## config.mk

```make
export PLATFORM = sky130hd
export DESIGN_NAME = bcd_score_counter_flat
export DESIGN_NICKNAME = d
export VERILOG_FILES = /design/src/rtl/bcd_score_counter_if.sv /design/src/rtl/bcd_score_counter.sv /design/src/flat_wrapper.sv
export SDC_FILE = /design/constraint.sdc
export NUM_CORES = 1
export LEC_CHECK = 0
export CAP_MARGIN = 10
export CORE_UTILIZATION = 50
export DETAILED_ROUTE_END_ITERATION = 10
export GPL_TIMING_DRIVEN = 0
export PLACE_DENSITY = 0.8
export SLEW_MARGIN = 20
export SYNTH_ARGS = -nofsm -noshare
export SYNTH_HDL_FRONTEND = slang
export SYNTH_SLANG_ARGS = --single-unit
```

## constraint.sdc

```tcl
create_clock -name clk -period 2.5 [get_ports clk]
set_input_delay 0.5 -clock clk [delete_from_list [all_inputs] [get_ports clk]]
set_output_delay 0.5 -clock clk [all_outputs]
set_load 0.05 [all_outputs]
```

## src/rtl/bcd_score_counter_if.sv

```systemverilog
// Bus bundle between the keystroke-compare logic, the BCD score counter and the
// seven-segment decoder.
interface bcd_score_counter_if #(
    parameter int DIGITS = 4
);
    logic                  clear;
    logic                  inc;
    logic [4*DIGITS-1:0]   score;
    logic                  overflow;
    logic [3:0]            digit_val;
    logic [DIGITS-1:0]     digit_sel;
    logic                  digit_blank;

    modport master (
        output clear, inc,
        input  score, overflow, digit_val, digit_sel, digit_blank
    );

    modport slave (
        input  clear, inc,
        output score, overflow, digit_val, digit_sel, digit_blank
    );
endinterface

```

## src/rtl/bcd_score_counter.sv

```systemverilog
// Saturating packed-BCD keystroke score counter with a time-multiplexed,
// leading-zero-blanking digit scanner for the seven-segment display.
module bcd_score_counter #(
    parameter int DIGITS   = 4,
    parameter int SCAN_DIV = 16
) (
    input  logic                  clk,
    input  logic                  reset,
    bcd_score_counter_if.slave    bus
);
    localparam int IDX_W = $clog2(DIGITS);
    localparam int CNT_W = $clog2(SCAN_DIV);

    logic [4*DIGITS-1:0] score_r;
    logic                overflow_r;
    logic [CNT_W-1:0]    scan_cnt_r;
    logic [IDX_W-1:0]    digit_idx_r;
    logic [DIGITS-1:0]   digit_sel_r;
    logic [4*DIGITS-1:0] score_next_s;
    logic                full_s;
    logic [3:0]          digit_val_s;
    logic                digit_blank_s;

    // Ripple +1 in BCD: a nine receiving a carry wraps to zero and passes it up.
    function automatic logic [4*DIGITS-1:0] bcd_inc(input logic [4*DIGITS-1:0] val);
        logic [4*DIGITS-1:0] res;
        logic                carry;
        res   = val;
        carry = 1'b1;
        for (int i = 0; i < DIGITS; i++) begin
            if (carry && (val[4*i +: 4] == 4'd9)) begin
                res[4*i +: 4] = 4'd0;
            end else if (carry) begin
                res[4*i +: 4] = val[4*i +: 4] + 4'd1;
                carry         = 1'b0;
            end else begin
                res[4*i +: 4] = val[4*i +: 4];
            end
        end
        return res;
    endfunction

    assign score_next_s = bcd_inc(score_r);
    assign full_s       = (score_r == {DIGITS{4'd9}});

    // Score and sticky overflow; clear outranks inc, full scale drops the increment.
    always_ff @(posedge clk or posedge reset) begin
        if (reset) begin
            score_r    <= '0;
            overflow_r <= 1'b0;
        end else if (bus.clear) begin
            score_r    <= '0;
            overflow_r <= 1'b0;
        end else if (bus.inc && full_s) begin
            overflow_r <= 1'b1;
        end else if (bus.inc) begin
            score_r    <= score_next_s;
        end else begin
            score_r    <= score_r;
        end
    end

    // Free-running scan divider; index and one-hot select advance together on wrap.
    always_ff @(posedge clk or posedge reset) begin
        if (reset) begin
            scan_cnt_r  <= '0;
            digit_idx_r <= '0;
            digit_sel_r <= DIGITS'(1);
        end else if (scan_cnt_r == CNT_W'(SCAN_DIV - 1)) begin
            scan_cnt_r  <= '0;
            digit_idx_r <= (digit_idx_r == IDX_W'(DIGITS - 1)) ? '0 : digit_idx_r + IDX_W'(1);
            digit_sel_r <= {digit_sel_r[DIGITS-2:0], digit_sel_r[DIGITS-1]};
        end else begin
            scan_cnt_r  <= scan_cnt_r + CNT_W'(1);
        end
    end

    // Selected nibble and blanking: a digit is blank only if it and everything above it is zero.
    always_comb begin
        digit_val_s   = 4'd0;
        digit_blank_s = 1'b0;
        for (int i = 0; i < DIGITS; i++) begin
            digit_val_s   = (digit_idx_r == IDX_W'(i)) ? score_r[4*i +: 4] : digit_val_s;
            digit_blank_s = (digit_idx_r == IDX_W'(i)) ?
                            ((i != 0) && ((score_r >> (4*i)) == '0)) : digit_blank_s;
        end
    end

    assign bus.score       = score_r;
    assign bus.overflow    = overflow_r;
    assign bus.digit_sel   = digit_sel_r;
    assign bus.digit_val   = digit_val_s;
    assign bus.digit_blank = digit_blank_s;
endmodule
```

## src/flat_wrapper.sv

```systemverilog
// flat-port wrapper written by rule: the top's interface ports become plain ports
module bcd_score_counter_flat 
#(
    parameter int DIGITS   = 4,
    parameter int SCAN_DIV = 16
)
  (clk, reset, bus_clear, bus_inc, bus_score, bus_overflow, bus_digit_val, bus_digit_sel, bus_digit_blank);
  bcd_score_counter_if #(.DIGITS(DIGITS)) bus_i ();
  input  logic clk;
  input  logic reset;
  input wire logic [$bits(bus_i.clear)-1:0] bus_clear;
  input wire logic [$bits(bus_i.inc)-1:0] bus_inc;
  output wire logic [$bits(bus_i.score)-1:0] bus_score;
  output wire logic [$bits(bus_i.overflow)-1:0] bus_overflow;
  output wire logic [$bits(bus_i.digit_val)-1:0] bus_digit_val;
  output wire logic [$bits(bus_i.digit_sel)-1:0] bus_digit_sel;
  output wire logic [$bits(bus_i.digit_blank)-1:0] bus_digit_blank;
  assign bus_i.clear = bus_clear;
  assign bus_i.inc = bus_inc;
  assign bus_score = bus_i.score;
  assign bus_overflow = bus_i.overflow;
  assign bus_digit_val = bus_i.digit_val;
  assign bus_digit_sel = bus_i.digit_sel;
  assign bus_digit_blank = bus_i.digit_blank;
  bcd_score_counter #(.DIGITS(DIGITS), .SCAN_DIV(SCAN_DIV)) u_core (.clk(clk), .reset(reset), .bus(bus_i));
endmodule
```

==> results.toml <==
[routing]
drt-total-wl_mm = 3.75
drt_iter0_markers = 67
viasPerCell = 5.66
drt_first_pass_iters = 4
final_antenna_net_count = 0
vias = 1455
drc_errors = 0
wl_per_cell_um = 14.6

[floorplanning]
die_h_um = 60.5
start_util = 0.542
core_area_sq_um = 3150
fp.dieArea_sq_um = 3660
die_x_um = 60.5
rows = 20
io_pins = 30

[synth]
yosysWarnings = 0
synth.cell_area_sq_um = 1710
ys_seq_area_frac = 0.396
ys_types = 38
synth_area_leaders = "dfrtp_1, ha_1, a21oi_1, nand2_1, mux2_2"
post-synth-top-area-fraction = 0.381
yosysTopAreaCell = "dfrtp_1"
synth.net_count = 198
syn_area_per_cell_sq_um = 9.60
ys_seq_elements = 27
async_flop_share = 1.00
synth_cells = 178
synth_edf_count = 0
synth_flop_cell = "dfrtp_1"

[power_and_ir_drop]
power.density_nw_per_um2 = 330
power_leakage_nw = 0.924
ir_drop_uv = 190

[final_layout]
syn_to_final_growth_pct = 24.3
final_area_sq_um = 2120
fillers = 272
nets = 234
diodes = 0
drive_gt1_frac = 0.174

[critical_path]
start_kind = "register"
r2r_slack_ns = 0.64
cp-endpoint = "bus_digit_blank"
cp_max_fo = 7
cp_slowest_stage_delay_ns = 0.43
cp_num_buf_inv = 2
r2r_cells = 6
worstPathArrival_ns = 2.02
critical_path.top_delay_family = "simple AND/OR/NAND/NOR gates"
r2r-start = "u_core.bus.score[9]"
crit_type = "register to output port"
cp_num_cells = 7
cp_cell_sequence = "inv_2 -> ha_4 -> nor4bb_4 -> nor2_1 -> nor4b_2 -> o2111a_1 -> buf_6"
cp-startpoint = "u_core.digit_idx_r[1]"
r2r_end = "u_core.bus.score[13]"
crit_slowest_cell = "dfrtp_1"
endpoint_kind = "output port"
crit_required_ns = 2.00

[outcome]
outcome = "finished, violations left"
violations = "setup timing"

[timing]
setup_slack_ns = -0.0232
setup_viol_count_final = 1
hold_viol = 0
finClkSkew_ns = 0.0186
grt_setup_unrepaired = "true"
tightest_slew_ns = 0.948
finalCriticalPeriod_ns = 2.52
slew-limit-headroom = 0.364
drv_slew = 0
whs_ns = 0.471
fmax_ghz = 0.396
fin_crit_sh = 1.01

[clock_network]
hold_buffers = 0
cts.reportedPaths.clkPinSlew_ns = 0.16
clk_latency_ns = 0.34
cts-root-buf = "clkbuf_4"
clock_sinks = 27
htree_levels = 1
cts_tree = "done"
clk_path_buf_depth = 2
cts_made_buffers = 3

[placed_design]
place_area_sq_um = 2030
numPortBuffers = 27
hpwl_mm = 2.70
routabilityCongestion = 0.867

[global_route]
grt_pass1_wl_mm = 6.08
grt_use_total = 0.223
grt_overflow = 0
antenna_found_initial = 0
grt_max_degree = 28
grt_pass1_vias = 1401

[run]
maxCapViolations = 0

[hold_path]
hp-class = "input port to register"
[cell usage after synthesis, types with 2 or more instances]
cell type / count
a21o_1: 3
a21oi_1: 22
a31oi_1: 5
buf_1: 2
clkbuf_1: 2
dfrtp_1: 26
ha_1: 16
inv_1: 13
mux2_2: 5
mux2i_1: 2
nand2_1: 21
nand3_1: 8
nand3b_1: 7
nand3b_4: 2
nand4_1: 4
nor2_1: 8
nor3_1: 4
o21ai_0: 6
or3_1: 3
[cells in the final DEF, fill, tap and decap left out, drive strengths merged, types with 2 or more instances in the layout]
master,n
clkdlybuf4s50,22
dfrtp,26
nor3,4
a21o,3
inv,12
o211ai,2
mux2i,2
ha,16
o21ai,6
a31oi,5
nand3,8
or3,3
a21oi,22
and3b,2
nand4,4
nor4b,2
nand2,21
buf,13
nand3b,9
mux2,5
nor2,8
clkbuf,6
[state kept, by name, summed over array words and instances (netlist names)]
name / flops
u_core.scan_cnt_r: 4
u_core.bus.overflow: 1
u_core.bus.digit_sel: 4
u_core.digit_idx_r: 2
u_core.bus.score: 16
[power by group]
| group | leakage [nW] | switching [mW] | internal (mW) | total [mW] |
|---|---|---|---|---|
| sequential | 0.354 | 0.00501 | 0.441 | 0.446 |
| combinational | 0.556 | 0.0406 | 0.0169 | 0.0576 |
| clock | 0.0139 | 0.137 | 0.0612 | 0.198 |
| total | 0.924 | 0.182 | 0.519 | 0.701 |
[final cells by class]
type                    instances  area, sq um  area share
inverters                      13         48.8      0.0230
repair buffers                 32          294       0.138
clock buffers                   3         22.5      0.0106
clock inverters                 1         7.51     0.00353
well taps                      44         55.1      0.0259
flip-flops and latches         27          681       0.320
multi-input cells             131          981       0.462
plain buffers                   6         35.0      0.0165
[through the flow]
stage | setup WS, ns | TNS, ns | total power [mW] | utilization | cells
3_5_place_dp | -0.388 | -0.652 | 0.512 | 0.645 | 249
6_report | -0.0232 | -0.0232 | 0.701 | 0.674 | 257
5_1_grt | -0.117 | -0.134 | 0.733 | 0.674 | 257
4_1_cts | -0.0636 | -0.0636 | 0.706 | 0.660 | 253
3_3_place_gp | -0.380 | -0.559 | 0.510 | 0.645 | 249
2_1_floorplan | 0.0874 | 0 | 0.493 | - | 178
[worst min-delay path: cells and delay by family]
family                 cells  cell delay, ns
AO/OA/AOI/OAI              1            0.06
buffers and inverters      1            0.15
AND/OR/NAND/NOR            1            0.09
[worst min-delay path by stage]
stage                    startpoint                   end  slack [ns]  cells after the start
3_3_place_gp   u_core.scan_cnt_r[0]  u_core.scan_cnt_r[0]        0.46                      1
4_1_cts                     bus_inc   u_core.bus.score[4]        0.47                      3
6_report                    bus_inc   u_core.bus.score[4]        0.47                      3
2_1_floorplan  u_core.scan_cnt_r[0]  u_core.scan_cnt_r[0]        0.45                      1
3_5_place_dp   u_core.scan_cnt_r[0]  u_core.scan_cnt_r[0]        0.49                      1
5_1_grt                     bus_inc   u_core.bus.score[4]        0.46                      3
[per-layer routing]
layer  track usage  up-vias  part of all wire
li1              -      703                 -
met1         0.270      708              0.44
met2         0.410       40              0.52
met3        0.0235        4             0.038
met4        0.0747        0            0.0077
met5             0        -                 0
[cell families after synthesis]
family | share of synthesized area
adder cells (fa/ha/maj) | 0.117
flip-flops | 0.396
XOR/XNOR | 0.0103
AO/OA/AOI/OAI | 0.151
multiplexers | 0.0447
buffers and inverters | 0.0512
AND/OR/NAND/NOR | 0.230
[what timing repair did]
item,CTS,global route
endpoints found under the setup margin,5,5
buffers inserted,0,5
pin swaps,0,2
resized for setup,28,12
Power figures use the tool's default switching activity.
